### src/rtl/fetch_pkg.sv
// Shared types and constants for the instruction-fetch PC sequencer.
package fetch_pkg;

   typedef enum logic [1:0] {
      SRC_SEQ    = 2'b00,
      SRC_BRANCH = 2'b01,
      SRC_ECP    = 2'b10,
      SRC_TRAP   = 2'b11
   } pc_src_e;

   typedef enum logic [1:0] {
      ST_BOOT,
      ST_FETCH,
      ST_WAIT,
      ST_MISALIGN
   } fetch_state_e;

   localparam logic [31:0] PC_INC = 32'd4;

endpackage

### src/rtl/fetch_redirect_q.sv
// Single-entry pending-redirect register; a new request only replaces the held one
// when its priority is strictly higher (the source encoding doubles as the priority).
module fetch_redirect_q
   import fetch_pkg::*;
#(
   parameter int PC_W = 32
)
(
   input  logic            clk,
   input  logic            rst,
   input  logic            set_en,
   input  logic [1:0]      set_src,
   input  logic [PC_W-1:0] set_target,
   input  logic            consume,
   output logic            valid,
   output logic [1:0]      src,
   output logic [PC_W-1:0] target
);

   always_ff @(posedge clk) begin
      if (rst || consume) begin
         valid  <= 1'b0;
         src    <= SRC_SEQ;
         target <= '0;
      end else if (set_en && (!valid || (set_src > src))) begin
         valid  <= 1'b1;
         src    <= set_src;
         target <= set_target;
      end
   end

endmodule

### src/rtl/fetch_pc_ctrl.sv
// Fetch sequencer: owns the PC, picks the next-PC source and runs the
// single-outstanding AHB instruction fetch.
module fetch_pc_ctrl
   import fetch_pkg::*;
#(
   parameter int              PC_W      = 32,
   parameter logic [PC_W-1:0] BOOT_ADDR = '0
)
(
   input  logic            clk_in,
   input  logic            rst_in,
   input  logic            ahb_ready_in,
   input  logic            stall_in,
   input  logic            branch_taken_in,
   input  logic [PC_W-1:0] branch_target_in,
   input  logic            mret_in,
   input  logic [PC_W-1:0] ecp_in,
   input  logic            trap_taken_in,
   input  logic [PC_W-1:0] trap_address_in,
   output logic [1:0]      pc_src_out,
   output logic [PC_W-1:0] pc_out,
   output logic [PC_W-1:0] iaddr_out,
   output logic            fetch_req_out,
   output logic            instr_valid_out,
   output logic [PC_W-1:0] instr_pc_out,
   output logic            flush_out,
   output logic            misaligned_instr_out,
   output logic [PC_W-1:0] misaligned_addr_out
);

   fetch_state_e    state, state_n;
   logic [PC_W-1:0] pc, pc_n;
   logic            instr_valid, instr_valid_n;
   logic [PC_W-1:0] instr_pc, instr_pc_n;
   logic            flush, flush_n;
   logic            misaligned, misaligned_n;
   logic [PC_W-1:0] mis_addr, mis_addr_n;

   logic            fetch_req, complete;
   logic [1:0]      pc_src;
   logic            live_any;
   logic [1:0]      live_src;
   logic [PC_W-1:0] live_target;
   logic            pend_valid;
   logic [1:0]      pend_src;
   logic [PC_W-1:0] pend_target;
   logic            use_pend, redirect, sel_misaligned, q_set, q_consume;
   logic [1:0]      sel_src;
   logic [PC_W-1:0] sel_target;

   always_comb begin
      live_any    = trap_taken_in | mret_in | branch_taken_in;
      live_src    = SRC_SEQ;
      live_target = '0;
      if (trap_taken_in) begin
         live_src    = SRC_TRAP;
         live_target = trap_address_in & ~{{(PC_W-2){1'b0}}, 2'b11};
      end else if (mret_in) begin
         live_src    = SRC_ECP;
         live_target = ecp_in;
      end else if (branch_taken_in) begin
         live_src    = SRC_BRANCH;
         live_target = branch_target_in;
      end
   end

   // An equal-priority live request loses to the held one, matching the queue's ignore rule.
   assign use_pend       = pend_valid && (!live_any || (pend_src >= live_src));
   assign redirect       = live_any || pend_valid;
   assign sel_src        = use_pend ? pend_src : live_src;
   assign sel_target     = use_pend ? pend_target : live_target;
   assign sel_misaligned = redirect && (sel_src != SRC_TRAP) && (sel_target[1:0] != 2'b00);

   assign q_set     = live_any && !complete && ((state == ST_FETCH) || (state == ST_WAIT));
   assign q_consume = complete || (state == ST_BOOT);

   fetch_redirect_q #(.PC_W(PC_W)) u_redirect_q (
      .clk        (clk_in),
      .rst        (rst_in),
      .set_en     (q_set),
      .set_src    (live_src),
      .set_target (live_target),
      .consume    (q_consume),
      .valid      (pend_valid),
      .src        (pend_src),
      .target     (pend_target)
   );

   always_ff @(posedge clk_in) begin
      if (rst_in) begin
         state       <= ST_BOOT;
         pc          <= BOOT_ADDR;
         instr_valid <= 1'b0;
         instr_pc    <= '0;
         flush       <= 1'b0;
         misaligned  <= 1'b0;
         mis_addr    <= '0;
      end else begin
         state       <= state_n;
         pc          <= pc_n;
         instr_valid <= instr_valid_n;
         instr_pc    <= instr_pc_n;
         flush       <= flush_n;
         misaligned  <= misaligned_n;
         mis_addr    <= mis_addr_n;
      end
   end

   // BOOT and beat completion are the only points where a redirect is consumed.
   always_comb begin
      state_n       = state;
      pc_n          = pc;
      fetch_req     = 1'b0;
      complete      = 1'b0;
      pc_src        = SRC_SEQ;
      instr_valid_n = 1'b0;
      instr_pc_n    = instr_pc;
      flush_n       = 1'b0;
      misaligned_n  = misaligned;
      mis_addr_n    = mis_addr;
      unique case (state)
         ST_BOOT: begin
            state_n = ST_FETCH;
            if (redirect) begin
               pc_src = sel_src;
               if (sel_misaligned) begin
                  state_n      = ST_MISALIGN;
                  misaligned_n = 1'b1;
                  mis_addr_n   = sel_target;
               end else begin
                  pc_n = sel_target;
               end
            end
         end
         ST_FETCH, ST_WAIT: begin
            fetch_req = (state == ST_WAIT) || !stall_in;
            complete  = fetch_req && ahb_ready_in;
            if (complete) begin
               state_n       = ST_FETCH;
               instr_pc_n    = pc;
               instr_valid_n = !redirect;
               flush_n       = redirect;
               if (!redirect) begin
                  pc_n = pc + PC_INC[PC_W-1:0];
               end else begin
                  pc_src = sel_src;
                  if (sel_misaligned) begin
                     state_n      = ST_MISALIGN;
                     misaligned_n = 1'b1;
                     mis_addr_n   = sel_target;
                  end else begin
                     pc_n = sel_target;
                  end
               end
            end else if (fetch_req) begin
               state_n = ST_WAIT;
            end
         end
         ST_MISALIGN: begin
            if (trap_taken_in) begin
               state_n      = ST_FETCH;
               pc_n         = live_target;
               pc_src       = SRC_TRAP;
               misaligned_n = 1'b0;
            end
         end
         default: state_n = ST_BOOT;
      endcase
   end

   assign pc_src_out           = pc_src;
   assign pc_out               = pc;
   assign iaddr_out            = pc;
   assign fetch_req_out        = fetch_req;
   assign instr_valid_out      = instr_valid;
   assign instr_pc_out         = instr_pc;
   assign flush_out            = flush;
   assign misaligned_instr_out = misaligned;
   assign misaligned_addr_out  = mis_addr;

endmodule
### config.mk
export PLATFORM = sky130hd
export DESIGN_NAME = fetch_pc_ctrl
export DESIGN_NICKNAME = d
export VERILOG_FILES = /design/src/rtl/fetch_pkg.sv /design/src/rtl/fetch_redirect_q.sv /design/src/rtl/fetch_pc_ctrl.sv
export SDC_FILE = /design/constraint.sdc
export NUM_CORES = 1
export LEC_CHECK = 0
export ABC_AREA = 1
export BUFFER_PORTS_ARGS = -buffer_cell sky130_fd_sc_hd__buf_2
export CORE_UTILIZATION = 25
export CTS_BUF_LIST = sky130_fd_sc_hd__clkbuf_4 sky130_fd_sc_hd__clkbuf_8
export CTS_CLUSTER_DIAMETER = 100
export DETAILED_ROUTE_END_ITERATION = 8
export SYNTH_ARGS = -nofsm -noshare
export SYNTH_HDL_FRONTEND = slang
export SYNTH_SLANG_ARGS = --single-unit
### constraint.sdc
create_clock -name clk_in -period 2.4 [get_ports clk_in]
set_clock_uncertainty 0.05 [all_clocks]
set_input_delay 0.12 -clock clk_in [delete_from_list [all_inputs] [get_ports clk_in]]
set_output_delay 0.12 -clock clk_in [all_outputs]
set_load 0.03 [all_outputs]
# [Word level (Yosys, flattened, before mapping)]
# Cells that the tools add are included.
[totals] reg_bits=136 latchBits=0 ram_bits=0 rom_bits=0 in_bits=103 out_inout_bits=134 elab_cells=89 n_memories=0
[classes] n_addsub=1 multipliers=0 n_div=0 order_cmp=2 eq_ne=8 shift=0 mux=35 bitwise=4 reduce_logical=29
[op_table] op="two-way mux 32 bit" count=12
[op_table] op="one-hot mux 32 bit (3 select lines)" count=1
[op_table] op="one-hot mux 32 bit (2 select lines)" count=1
[op_table] op="adder 32 x 3 -> 32 bit (second input constant)" count=1
[op_table] op="two-way mux 2 bit" count=11
[op_table] op="one-hot mux 2 bit (3 select lines)" count=2
[op_table] op="!= test 2 bit (second input constant)" count=4
[op_table] op="AND reduction 2 bit" count=4
[op_table] op="logical AND 1 bit" count=7
[op_table] op="logical OR 1 bit" count=7
[op_table] op="two-way mux 1 bit" count=7
[op_table] op="logical NOT 1 bit" count=5
[op_table] op="equality test 2 bit (second input constant)" count=2
[op_table] op="nonzero test 2 bit" count=2
[op_table] op="!= test 3 bit (second input constant)" count=1
[op_table] op="one-hot mux 1 bit (3 select lines)" count=1
[op_table] op="AND reduction 3 bit" count=1
[op_table] op="OR reduction 3 bit" count=1
[op_table] op="equality test 2 x 1 -> 1 bit (second input constant)" count=1
[op_table] op="greater-or-equal comparator 2 bit" count=1
[op_table] op="> comparator 2 bit" count=1
[op_table] op="logical NOT 2 bit" count=1
[op_table] op="NOT 1 bit" count=2
[op_table] op="bitwise OR 1 bit" count=2
[op_table] op="OR reduction 2 bit" count=1

# [Logic depth before layout (Yosys ltp)]
# Gate-level depths: netlist of the first run.
[logic_depth] word_depth=14 ltp_mapped=20 depth_no_buf=18

# [Hierarchy]
# From an unflattened synthesis of the first run, not the netlist that was laid out.
[hier_totals] cells_unflattened=1302 hier_area_um2=8298.0
[by_module_without_submodules] mod="fetch_pc_ctrl" n_inst=1 cells_each=1067 area_each_um2=6588.8 seq_area_each_um2=2021.9
[by_module_without_submodules] mod="fetch_redirect_q" n_inst=1 cells_each=235 area_each_um2=1709.1 seq_area_each_um2=700.7

# [Worst setup path before layout of the first run]
# No wires, ideal clock.
[synth_timing] path_type="reg2out" startpoint="reg state[0]" endpoint="out pc_src_out[0]" arrival_ns=2.025 setup_slack_ns=0.205 stages_incl_launch_ff=7 path_cell_list="dfxtp_1 inv_1 ha_1 nor2_1 inv_1 clkbuf_1 o21ai_0"
[synth_between] elab_chain_cells=5 elab_cells_between_ends=9 classes_between="3 x eq/ne; 2 x mux; 4 x reduce/logical"
[synth_lines] item="start: declaration" line_no="fetch_pc_ctrl.sv:31" source="fetch_state_e state, state_n;"
[synth_lines] item="start signal: assignment" line_no="fetch_pc_ctrl.sv:99" source="state <= state_n;"
[synth_lines] item="equality test 2 bit" line_no="fetch_pc_ctrl.sv:121, fetch_pc_ctrl.sv:136"
[synth_lines] item="logical OR 1 bit" line_no="fetch_pc_ctrl.sv:136" source="fetch_req = (state == ST_WAIT) || !stall_in;"
[synth_lines] item="logical AND 1 bit" line_no="fetch_pc_ctrl.sv:137" source="complete = fetch_req && ahb_ready_in;"
[synth_lines] item="two-way mux 2 bit" line_no="fetch_pc_ctrl.sv:138" source="if (complete) begin"
[synth_lines] item="one-hot mux 2 bit (3 select lines) *" line_no="fetch_pc_ctrl.sv:121" source="unique case (state)"
[synth_lines] item="end: declaration" line_no="fetch_pc_ctrl.sv:20" source="output logic [1:0] pc_src_out,"
# Mark *: on every way between the ends. The rest lies on a longest branch, timed or not.

# [Final worst setup path of the first run]
[layout_timing] startpoint="reg u_redirect_q.src[1]" endpoint="reg mis_addr[3], in the netlist misaligned_addr_out[3]"
[layout_between] elab_chain_cells=11 elab_cells_between_ends=13 classes_between="1 x order compare; 1 x eq/ne; 6 x mux; 5 x reduce/logical"
[layout_lines] item="start: declaration" line_no="fetch_redirect_q.sv:16" source="output logic [1:0] src,"
[layout_lines] item="start signal: assignment" line_no="fetch_redirect_q.sv:27" source="src <= set_src;"
[layout_lines] item="greater-or-equal comparator 2 bit" line_no="fetch_pc_ctrl.sv:68" source="assign use_pend = pend_valid && (!live_any || (pend_src >= live_src));"
[layout_lines] item="logical OR 1 bit" line_no="fetch_pc_ctrl.sv:68"
[layout_lines] item="logical AND 1 bit" line_no="fetch_pc_ctrl.sv:68"
[layout_lines] item="two-way mux 2 bit" line_no="fetch_pc_ctrl.sv:70" source="assign sel_src = use_pend ? pend_src : live_src;"
[layout_lines] item="!= test 2 bit" line_no="fetch_pc_ctrl.sv:72" source="assign sel_misaligned = redirect && (sel_src != SRC_TRAP) && (sel_target[1:0] != 2'b00);"
[layout_lines] item="logical AND 1 bit (2 in series)" line_no="fetch_pc_ctrl.sv:72"
[layout_lines] item="two-way mux 32 bit *" line_no="fetch_pc_ctrl.sv:126, fetch_pc_ctrl.sv:147"
[layout_lines] item="two-way mux 32 bit *" line_no="fetch_pc_ctrl.sv:124" source="if (redirect) begin"
[layout_lines] item="two-way mux 32 bit" line_no="fetch_pc_ctrl.sv:138"
[layout_lines] item="one-hot mux 32 bit (2 select lines) *" line_no="fetch_pc_ctrl.sv:121"
[layout_lines] item="end signal: assignment" line_no="fetch_pc_ctrl.sv:105" source="mis_addr <= mis_addr_n;"
[layout_lines] item="end: declaration" line_no="fetch_pc_ctrl.sv:37" source="logic [PC_W-1:0] mis_addr, mis_addr_n;"
# Mark *: on every way between the ends. The rest lies on a longest branch, timed or not. The select of a mux whose other input is x is not followed.
# A chain may end at the register's enable or synchronous reset.

==> flow_metrics.tcl, run 1 <==
set metrics [dict create \
    synth.area.top_cells "dfxtp_1, nand2_1, a21oi_1" \
    synth_xor_area_share_pct 0.7617 \
    dp_hpwl_um 23050 \
    gp_congestion 0.8933 \
    remaining_drc_errors 0 \
    synth_top_area_cell "dfxtp_1" \
    htreeDepth 4 \
    status "complete, no violations" \
    cp_data_arrival_time_ns 2.55 \
    nets 1578 \
    cp_slowest_cell "dfxtp_2" \
    first_pass_iters 6 \
    port_buffers 234 \
    antenna_found_initial 0 \
    grt_max_degree 63 \
    regArea_um2 2728 \
    synthSimpleGateAreaFrac_pct 28.56 \
    yosys_warnings 0 \
    synth_mux_area_share_pct 0 \
    via_per_inst 4.854 \
    timing.fmax_mhz 443.0 \
    p_leak_nw 4.722 \
    tightest_slew_ns 0.9887 \
    hold_class "input pin to flop" \
    grt_pass1_vias 8390 \
    ys_seq_elements 136 \
    dp.cells 1836 \
    drtIter0Drc 655 \
    ios 237 \
    synth_compound_area_share_pct 22.79 \
    finalSetupTns_ns 0 \
    multi_input_area_um2 4329 \
    setup_viol 0 \
    routed_wl_um 30660 \
    die_w_um 181.4 \
    core_area_um2 31640 \
    period_share_pct 94.05 \
    fp.dieH_um 181.4 \
    maxSlewViolCount 0 \
    grt_usage_pct 18.44 \
    relSlewSlack_pct 34.02 \
    yosys.area.top_type_share_pct 33.83 \
    synthesis.nets 1360 \
    ir_drop_uv 409.5 \
    cts_num_sinks 136 \
    ys_seq_area_share_pct 33.83 \
    synth_cell_types 38 \
    initial_core_util_pct 25.44 \
    nFillCells 3431 \
    wire_per_inst_um 16.26 \
    numCtsBuffers 17 \
    netlist_instances 1252 \
    crit_fanout 20 \
    postSynthAreaPerCell_um2 6.429 \
    area_delta_synth_final_pct 28.28 \
    rows 65 \
    cp_cell_sequence "inv_2 -> ha_4 -> inv_2 -> nor2_4 -> nor2_1 -> nand2_1 -> nand2_2 -> buf_4 -> nand3_1 -> nand2_2 -> nand2_4 -> nand2_4 -> inv_6 -> nand2_8 -> buf_4 -> buf_12 -> nand2_1 -> a21oi_2" \
    cts.path.max_buffers 2 \
    end_kind "flop" \
    drt.antenna.violating_nets 0 \
    dieArea_um2 32920 \
    synth_fa_ha_area_share_pct 0.7772 \
    cellPowerDensity_nw_per_um2 1087 \
    overflow 0 \
    final_cell_area_um2 10320 \
    required_ns 2.69 \
    clk_latency_ns 0.45 \
    drv_cap 0 \
    hold_violations 0 \
    worst-setup-path-type "flop to flop" \
    synth_top_family_by_area "simple AND/OR/NAND/NOR gates" \
    fin_cells 1886 \
    start_kind "flop" \
    syn_area_um2 8049 \
    cts_root_buffer "clkbuf_8" \
    min_period_ns 2.257 \
    routed-via-count 9155 \
    tritoncts "built" \
    critPathMaxStageDelay_ns 0.35 \
    clk_pin_slew_ns 0.09 \
    dpl_cell_area_um2 9669 \
    drive_above_1_share_pct 25.22 \
    grt_first_pass_wirelength_um 46890 \
]
[cell usage after synthesis]
cell type / n
a211oi_1: 11
a21boi_0: 8
a21oi_1: 165
a21oi_2: 1
a221oi_1: 2
a22oi_1: 6
a311oi_1: 2
a31o_2: 1
a31oi_1: 5
and2_1: 2
buf_2: 18
buf_4: 34
buf_6: 5
clkbuf_1: 54
clkinv_1: 1
dfxtp_1: 136
ha_1: 5
inv_1: 114
inv_2: 5
inv_4: 1
inv_6: 1
nand2_1: 314
nand2_2: 5
nand2_4: 8
nand3_1: 102
nand3b_1: 2
nand4_1: 6
nor2_1: 81
nor2_2: 2
nor3_1: 18
nor3_2: 1
o211ai_1: 6
o21a_1: 31
o21ai_0: 84
o21ai_1: 4
o22ai_1: 3
or2_2: 1
xor2_1: 7
[cell type report]
| cell class | instances | area share, % |
|---|---|---|
| well taps | 402 | 4.872 |
| multi-input cells | 883 | 41.93 |
| diodes | 1 | 0.02424 |
| repair buffers | 310 | 18.46 |
| clock buffers | 18 | 2.399 |
| flip-flops and latches | 136 | 26.42 |
| clock inverters | 14 | 1.297 |
| inverters | 122 | 4.605 |
[metal layers]
layer	share of wire [%]	up-vias	GRT usage, %
met2	42	446	27.58
met5	0	-	0
met1	49	4150	26.47
met4	2.9	0	7.288
li1	-	4518	-
met3	5.9	41	2.607
[final timing paths]
check / from / endpoint / slack [ns] / depth (start not counted)
setup reg to reg: u_redirect_q.src[1] / misaligned_addr_out[3] / 0.14 / 18
setup / recovery: u_redirect_q.src[1] / misaligned_addr_out[3] / 0.14 / 18
hold reg to reg: instr_pc_out[19] / instr_pc_out[19] / 0.41 / 2
hold / removal: trap_address_in[14] / u_redirect_q.target[14] / 0.04 / 5
[layout by cell type, fill, tap and decap left out, types with 2 or more instances in the layout]
| cell type | instances |
|---|---|
| clkinv_4 | 2 |
| nor3_1 | 17 |
| a311oi_1 | 2 |
| dlygate4sd3_1 | 10 |
| inv_2 | 7 |
| nand2_4 | 7 |
| dfxtp_1 | 134 |
| a31oi_1 | 5 |
| o211ai_1 | 6 |
| buf_12 | 9 |
| clkbuf_8 | 18 |
| a221oi_1 | 2 |
| nand2_2 | 7 |
| clkinvlp_4 | 2 |
| clkinv_2 | 2 |
| o21ai_1 | 5 |
| a21oi_1 | 163 |
| o21ai_0 | 82 |
| ha_1 | 3 |
| buf_2 | 232 |
| buf_4 | 57 |
| nand2_1 | 312 |
| inv_1 | 110 |
| o21a_1 | 31 |
| inv_6 | 10 |
| nor3_2 | 2 |
| a21boi_0 | 7 |
| a22oi_1 | 6 |
| nand3b_1 | 2 |
| a211oi_1 | 11 |
| nor2_1 | 79 |
| and2_1 | 2 |
| a21oi_2 | 2 |
| o22ai_1 | 3 |
| ha_4 | 2 |
| nor2_2 | 3 |
| nand3_1 | 102 |
| xor2_1 | 7 |
| nand4_1 | 6 |
[metrics by stage]
stage	hold slack, ns	util, %	total power [mW]	setup WS [ns]
CTS	0.004440	32.18	11.09	0.01212
detailed placement	0.3997	30.56	9.094	0.07492
floorplan	0.2576	-	7.221	0.2048
global route	0.04421	32.63	12.00	-0.02725
finish	0.03606	32.64	11.22	0.1429
global placement	0.3949	30.56	9.046	0.08823
[kinds of logic after synthesis]
family	Yosys count
buffers and inverters	233
xor gates and xnor gates	7
DFF	136
adders and majority gates	5
AOI/OAI and AO/OA	329
and+or+nand+nor	542
[state kept, by name, indices dropped and copies added, names as in the netlist]
name,flops
instr_pc_out,32
flush_out,1
misaligned_addr_out,32
instr_valid_out,1
misaligned_instr_out,1
u_redirect_q.valid,1
state,2
u_redirect_q.src,2
iaddr_out,32
u_redirect_q.target,32
[report_power, final]
group          switching (mW)  internal [mW]  total (mW)
Sequential              0.458           2.77        3.23
Combinational            4.10           1.99        6.09
Clock                    1.03          0.869        1.90
Total                    5.59           5.63        11.2
[worst max-delay path, delay by kind of cell, from the launching register on]
kind	cells	cell delay, ns
simple gates	10	0.79
flops	1	0.35
fa+ha+maj	1	0.26
compound gates	1	0.05
buf+inv	6	0.64
[timing repair]
action	4_1_cts	5_1_grt
gates resized for setup	5	26
hold buffers	10	0
buffers inserted	1	5
hold endpoints to repair	9	0
pin swaps	1	2
cloned	0	1
endpoints found under the setup margin	2	88
No activity file was read; power rests on OpenSTA's default activity.
==> run 2: changes to the inputs <==
--- a/config.mk
+++ b/config.mk
@@ -11,6 +11,7 @@
 export CTS_BUF_LIST = sky130_fd_sc_hd__clkbuf_4 sky130_fd_sc_hd__clkbuf_8
 export CTS_CLUSTER_DIAMETER = 100
 export DETAILED_ROUTE_END_ITERATION = 8
+export PLACE_DENSITY = 0.44
 export SYNTH_ARGS = -nofsm -noshare
 export SYNTH_HDL_FRONTEND = slang
 export SYNTH_SLANG_ARGS = --single-unit
==> flow_metrics.tcl, run 2 (synthesis gave the netlist of run 1 again) <==
set metrics [dict create \
    status "complete, no violations" \
    drv_cap 0 \
    ios 237 \
    critPathMaxStageDelay_ns 0.34 \
    area_delta_synth_final_pct 29.38 \
    cts_num_sinks 136 \
    required_ns 2.23 \
    routed-via-count 8998 \
    cp_data_arrival_time_ns 2.12 \
    crit_fanout 6 \
    worst-setup-path-type "flop to output port" \
    period_share_pct 95.38 \
    layout_commonest_cell "nand2_1" \
    antenna_found_initial 0 \
    overflow 0 \
    die_w_um 181.4 \
    numCtsBuffers 17 \
    p_total_mw 11.48 \
    cts_root_buffer "clkbuf_8" \
    drt.antenna.violating_nets 0 \
    ir_drop_uv 373.2 \
    final_cell_mix "nand2_1, buf_2, a21oi_1, dfxtp_1, inv_1" \
    dieArea_um2 32920 \
    grt_usage_pct 19.36 \
    initial_core_util_pct 25.44 \
    cp_cell_sequence "inv_2 -> ha_4 -> inv_1 -> nor2_2 -> nor2_1 -> nand2_1 -> nand2_2 -> nand2_4 -> nand2_1 -> nand2_2 -> nand3_1 -> o21ai_2 -> buf_6" \
    rows 65 \
    cts.path.max_buffers 2 \
    grt_pass1_vias 8290 \
    tightest_slew_ns 0.7394 \
    end_kind "output port" \
    ff2ff_setup_slack_ns 0.18 \
    hold_violations 0 \
    finalSetupTns_ns 0 \
    relSlewSlack_pct 50.18 \
    min_period_ns 2.289 \
    dp_hpwl_um 23780 \
    timing.fmax_mhz 436.8 \
    remaining_drc_errors 0 \
    reg2regPathDepth 15 \
    routed_wl_um 31880 \
    nets 1583 \
    grt_first_pass_wirelength_um 49170 \
    wire_per_inst_um 16.87 \
    maxSlewViolCount 0 \
    hold_class "input pin to flop" \
    grt_max_degree 59 \
    gp_congestion 0.8536 \
    fp.dieH_um 181.4 \
    p_leak_nw 4.765 \
    hp-start "trap_address_in[21]" \
    port_buffers 234 \
    r2r-start "u_redirect_q.src[1]" \
    cellPowerDensity_nw_per_um2 1102 \
    htreeDepth 4 \
    tritoncts "built" \
    cp_slowest_cell "dfxtp_2" \
    via_per_inst 4.761 \
    antenna_cells 0 \
    final_util_pct 32.92 \
    drive_above_1_share_pct 25.27 \
    cp-startpoint "u_redirect_q.src[1]" \
    clk_pin_slew_ns 0.09 \
    core_area_um2 31640 \
    drtIter0Drc 701 \
    first_pass_iters 5 \
    clk_latency_ns 0.48 \
    start_kind "flop" \
    min_path_cells 4 \
    grt_setup_unrepaired "no" \
    min_to "u_redirect_q.target[21]" \
    setup_viol 0 \
    r2r_end "iaddr_out[30]" \
]
run 2: final cells by class:
cell class | count | area [um^2]
clock buffers | 17 | 234.0
clock inverters | 15 | 192.7
fillers | 3600 | 21220
inverters | 122 | 465.4
multi-input cells | 883 | 4328
flip-flops and latches | 136 | 2725
well taps | 402 | 503.0
repair buffers | 315 | 1966
run 2: per-layer routing:
layer | vias to the layer above | track usage (%) | routed length, um
li1 | 4524 | - | -
met1 | 4097 | 29.43 | 16130
met2 | 359 | 28.31 | 13460
met3 | 18 | 3.169 | 1982
met4 | 0 | 3.864 | 308
met5 | - | 0 | 0
run 2: worst max-delay path by stage:
stage                                    to  slack (ns)  cells past startpoint
global route                  pc_src_out[1]       0.006                     13
CTS                           pc_src_out[0]        0.01                     13
global placement    misaligned_addr_out[15]        0.07                     19
finish                        pc_src_out[1]        0.11                     13
floorplan                     pc_src_out[0]        0.20                      6
detailed placement  misaligned_addr_out[19]        0.01                     19
run 2: metrics by stage:
step                      cell area, um^2  hold slack [ns]  std cells  worst slack [ns]
final                               10410          0.02986       1890            0.1108
after global routing                10410          0.02193       1890          0.006023
after CTS                           10300         0.003005       1888           0.01041
after detailed placement             9712           0.3996       1840           0.01462
after global placement               9712           0.3964       1840           0.06667
after floorplan                      8049           0.2576       1252            0.2048
run 2: what timing repair did:
| item | 4_1_cts | 5_1_grt |
|---|---|---|
| endpoints found under the hold margin | 10 | 0 |
| gates cloned | 0 | 1 |
| hold buffers | 13 | 0 |
| endpoints found under the setup margin | 4 | 67 |
| pin swaps | 2 | 6 |
| buffers inserted | 3 | 1 |
| gates resized for setup | 8 | 18 |
run 2: power by group:
part / switching (mW) / internal [mW] / total [mW] / leakage [nW]
clock: 1.09 / 1.05 / 2.14 / 0.202
combinational: 4.13 / 1.96 / 6.09 / 3.45
sequential: 0.486 / 2.77 / 3.26 / 1.11
total: 5.70 / 5.78 / 11.5 / 4.77
run 2: critical path: cells and delay by family (launching register included):
family	cells	cell delay, ns
buffers and inverters	3	0.24
adder cells (fa/ha/maj)	1	0.25
AO/OA/AOI/OAI	1	0.08
flip-flops	1	0.34
AND/OR/NAND/NOR	8	0.74
==> run 3: changes to the inputs <==
--- a/config.mk
+++ b/config.mk
@@ -7,11 +7,11 @@
 export LEC_CHECK = 0
 export ABC_AREA = 1
 export BUFFER_PORTS_ARGS = -buffer_cell sky130_fd_sc_hd__buf_2
-export CORE_UTILIZATION = 25
+export CORE_UTILIZATION = 54
 export CTS_BUF_LIST = sky130_fd_sc_hd__clkbuf_4 sky130_fd_sc_hd__clkbuf_8
 export CTS_CLUSTER_DIAMETER = 100
 export DETAILED_ROUTE_END_ITERATION = 8
-export PLACE_DENSITY = 0.44
+export PLACE_DENSITY = 0.82
 export SYNTH_ARGS = -nofsm -noshare
 export SYNTH_HDL_FRONTEND = slang
 export SYNTH_SLANG_ARGS = --single-unit
==> flow_metrics.tcl, run 3 (synthesis gave the netlist of run 1 again) <==
set metrics [dict create \
    gp_congestion 1.008 \
    antenna_found_initial 0 \
    drtIter0Drc 1073 \
    nFillCells 1279 \
    p_sw_share_pct 49.49 \
    antenna_cells 0 \
    drt.antenna.violating_nets 0 \
    grt_max_degree 51 \
    seq_power_share_pct 29.7 \
    tightest_slew_ns 1.023 \
    routed-via-count 9352 \
    period_share_pct 96.08 \
    grt_setup_unrepaired "yes" \
    dpl_cell_area_um2 9254 \
    status "complete, no violations" \
    cp_slowest_cell "dfxtp_2" \
    end_kind "flop" \
    cellPowerDensity_nw_per_um2 1090 \
    rows 44 \
    area_delta_synth_final_pct 23.67 \
    relSlewSlack_pct 31.71 \
    dp.cells 1604 \
    worst-setup-path-type "flop to flop" \
    routed_wl_um 26750 \
    final_cell_mix "nand2_1, buf_2, a21oi_1, dfxtp_1, inv_1" \
    dieArea_um2 15400 \
    fp.dieH_um 124.1 \
    port_buffers 234 \
    cts_root_buffer "clkbuf_8" \
    clk_latency_ns 0.46 \
    ios 237 \
    cp_num_buf_inv 6 \
    cp_data_arrival_time_ns 2.63 \
    drv_cap 0 \
    min_period_ns 2.306 \
    cts.path.max_buffers 2 \
    ir_drop_uv 517.2 \
    remaining_drc_errors 0 \
    p_int_mw 5.481 \
    grt_first_pass_wirelength_um 40310 \
    nets 1570 \
    first_pass_iters 6 \
    required_ns 2.73 \
    fin_cells 1658 \
    initial_core_util_pct 55.38 \
    p_sw_mw 5.369 \
    cp_common_cell "nand2_4" \
    r2r-start "u_redirect_q.src[1]" \
    tritoncts "built" \
    via_per_inst 5.641 \
    start_kind "flop" \
    grt_usage_pct 34.37 \
    critPathMaxStageDelay_ns 0.34 \
    critPathTopFamily "simple AND/OR/NAND/NOR gates" \
    p_leak_nw 4.675 \
    layout_commonest_cell "nand2_1" \
    overflow 0 \
    cts_num_sinks 136 \
    dp_hpwl_um 19270 \
    hold_class "input pin to flop" \
    wire_per_inst_um 16.13 \
    timing.fmax_mhz 433.6 \
    clkPwrFrac_pct 16.3 \
    die_w_um 124.1 \
    hp-start "trap_address_in[9]" \
    setup_viol 0 \
    numCtsBuffers 17 \
    maxSlewViolCount 0 \
    crit_fanout 19 \
    clk_pin_slew_ns 0.07 \
    pwr-share-comb_pct 54.0 \
    final_util_pct 68.49 \
    grt_pass1_vias 7927 \
    htreeDepth 4 \
    cp-startpoint "u_redirect_q.src[1]" \
    hold_violations 0 \
    cp_cell_sequence "inv_2 -> ha_4 -> inv_1 -> nor2_2 -> nor2_1 -> nand2_1 -> nand2_4 -> nand3_1 -> nand2_2 -> buf_12 -> nand2_4 -> nand2_4 -> inv_4 -> nand2_8 -> inv_6 -> buf_12 -> nand2_1 -> a21oi_1" \
    drive_above_1_share_pct 24.42 \
    core_area_um2 14530 \
    final_cell_area_um2 9955 \
]
-- run 3: changes by cell type in the layout (fill, tap and decap cells not counted), moves of 3 or more --
cell	before	now
buf_4	57	43
inv_6	6	2
dlygate4sd3_1	13	16
clkinv_2	0	5
nor3_2	3	0
clkbuf_4	0	4
-- run 3: metrics by stage --
step	TNS [ns]	power, mW	worst slack (ns)	hold slack (ns)
2_1_floorplan	0	7.221	0.2048	0.2576
3_3_place_gp	0	8.660	0.07989	0.3951
3_5_place_dp	-0.002995	8.760	-0.001796	0.3996
4_1_cts	0	10.56	0.004442	0.01292
5_1_grt	-0.2429	11.55	-0.04341	0.03769
6_report	0	10.85	0.09397	0.03267
-- run 3: final cells by class --
class	count	area, um^2	share of cell area (%)
flip-flops and latches	136	2724	27.36
clock buffers	22	277.8	2.790
inverters	122	476.7	4.789
repair inverters	1	7.507	0.07541
clock inverters	9	77.57	0.7793
multi-input cells	883	4334	43.54
well taps	184	230.2	2.313
repair buffers	301	1827	18.35
-- run 3: timing repair --
item / in CTS / in global routing
cloned: 1 / 0
hold buffers: 16 / 0
gates resized for setup: 6 / 26
setup endpoints to repair: 14 / 65
hold endpoints to repair: 13 / 0
setup buffers: 1 / 5
pin swaps: 0 / 7
-- run 3: path summary, 6_finish.rpt --
| check | slack (ns) | cells past startpoint | end |
|---|---|---|---|
| min | 0.03 | 5 | u_redirect_q.target[9] |
| max | 0.09 | 18 | misaligned_addr_out[4] |
| min reg2reg | 0.41 | 2 | instr_pc_out[20] |
| max reg2reg | 0.09 | 18 | misaligned_addr_out[4] |
-- run 3: tightest hold or removal path, stage by stage --
cell and delay (ns):
buf_2 0.07, nand2_1 0.04, o21ai_0 0.07, inv_1 0.08, a21oi_1 0.12
-- run 3: power by group through the flow --
stage,clock network (mW),registers [mW],logic (mW)
6_report,1.77,3.22,5.86
5_1_grt,1.89,3.30,6.37
4_1_cts,1.77,3.20,5.59
3_5_place_dp,0,3.25,5.51
3_3_place_gp,0,3.23,5.43
2_1_floorplan,0,3.87,3.35
-- run 3: metal layers --
| layer | global-route usage, % | vias up | share of wire [%] |
|---|---|---|---|
| li1 | - | 4491 | - |
| met1 | 47.02 | 4226 | 43 |
| met2 | 51.93 | 571 | 45 |
| met3 | 8.608 | 64 | 10 |
| met4 | 12.43 | 0 | 2.7 |
| met5 | 0 | - | 0 |
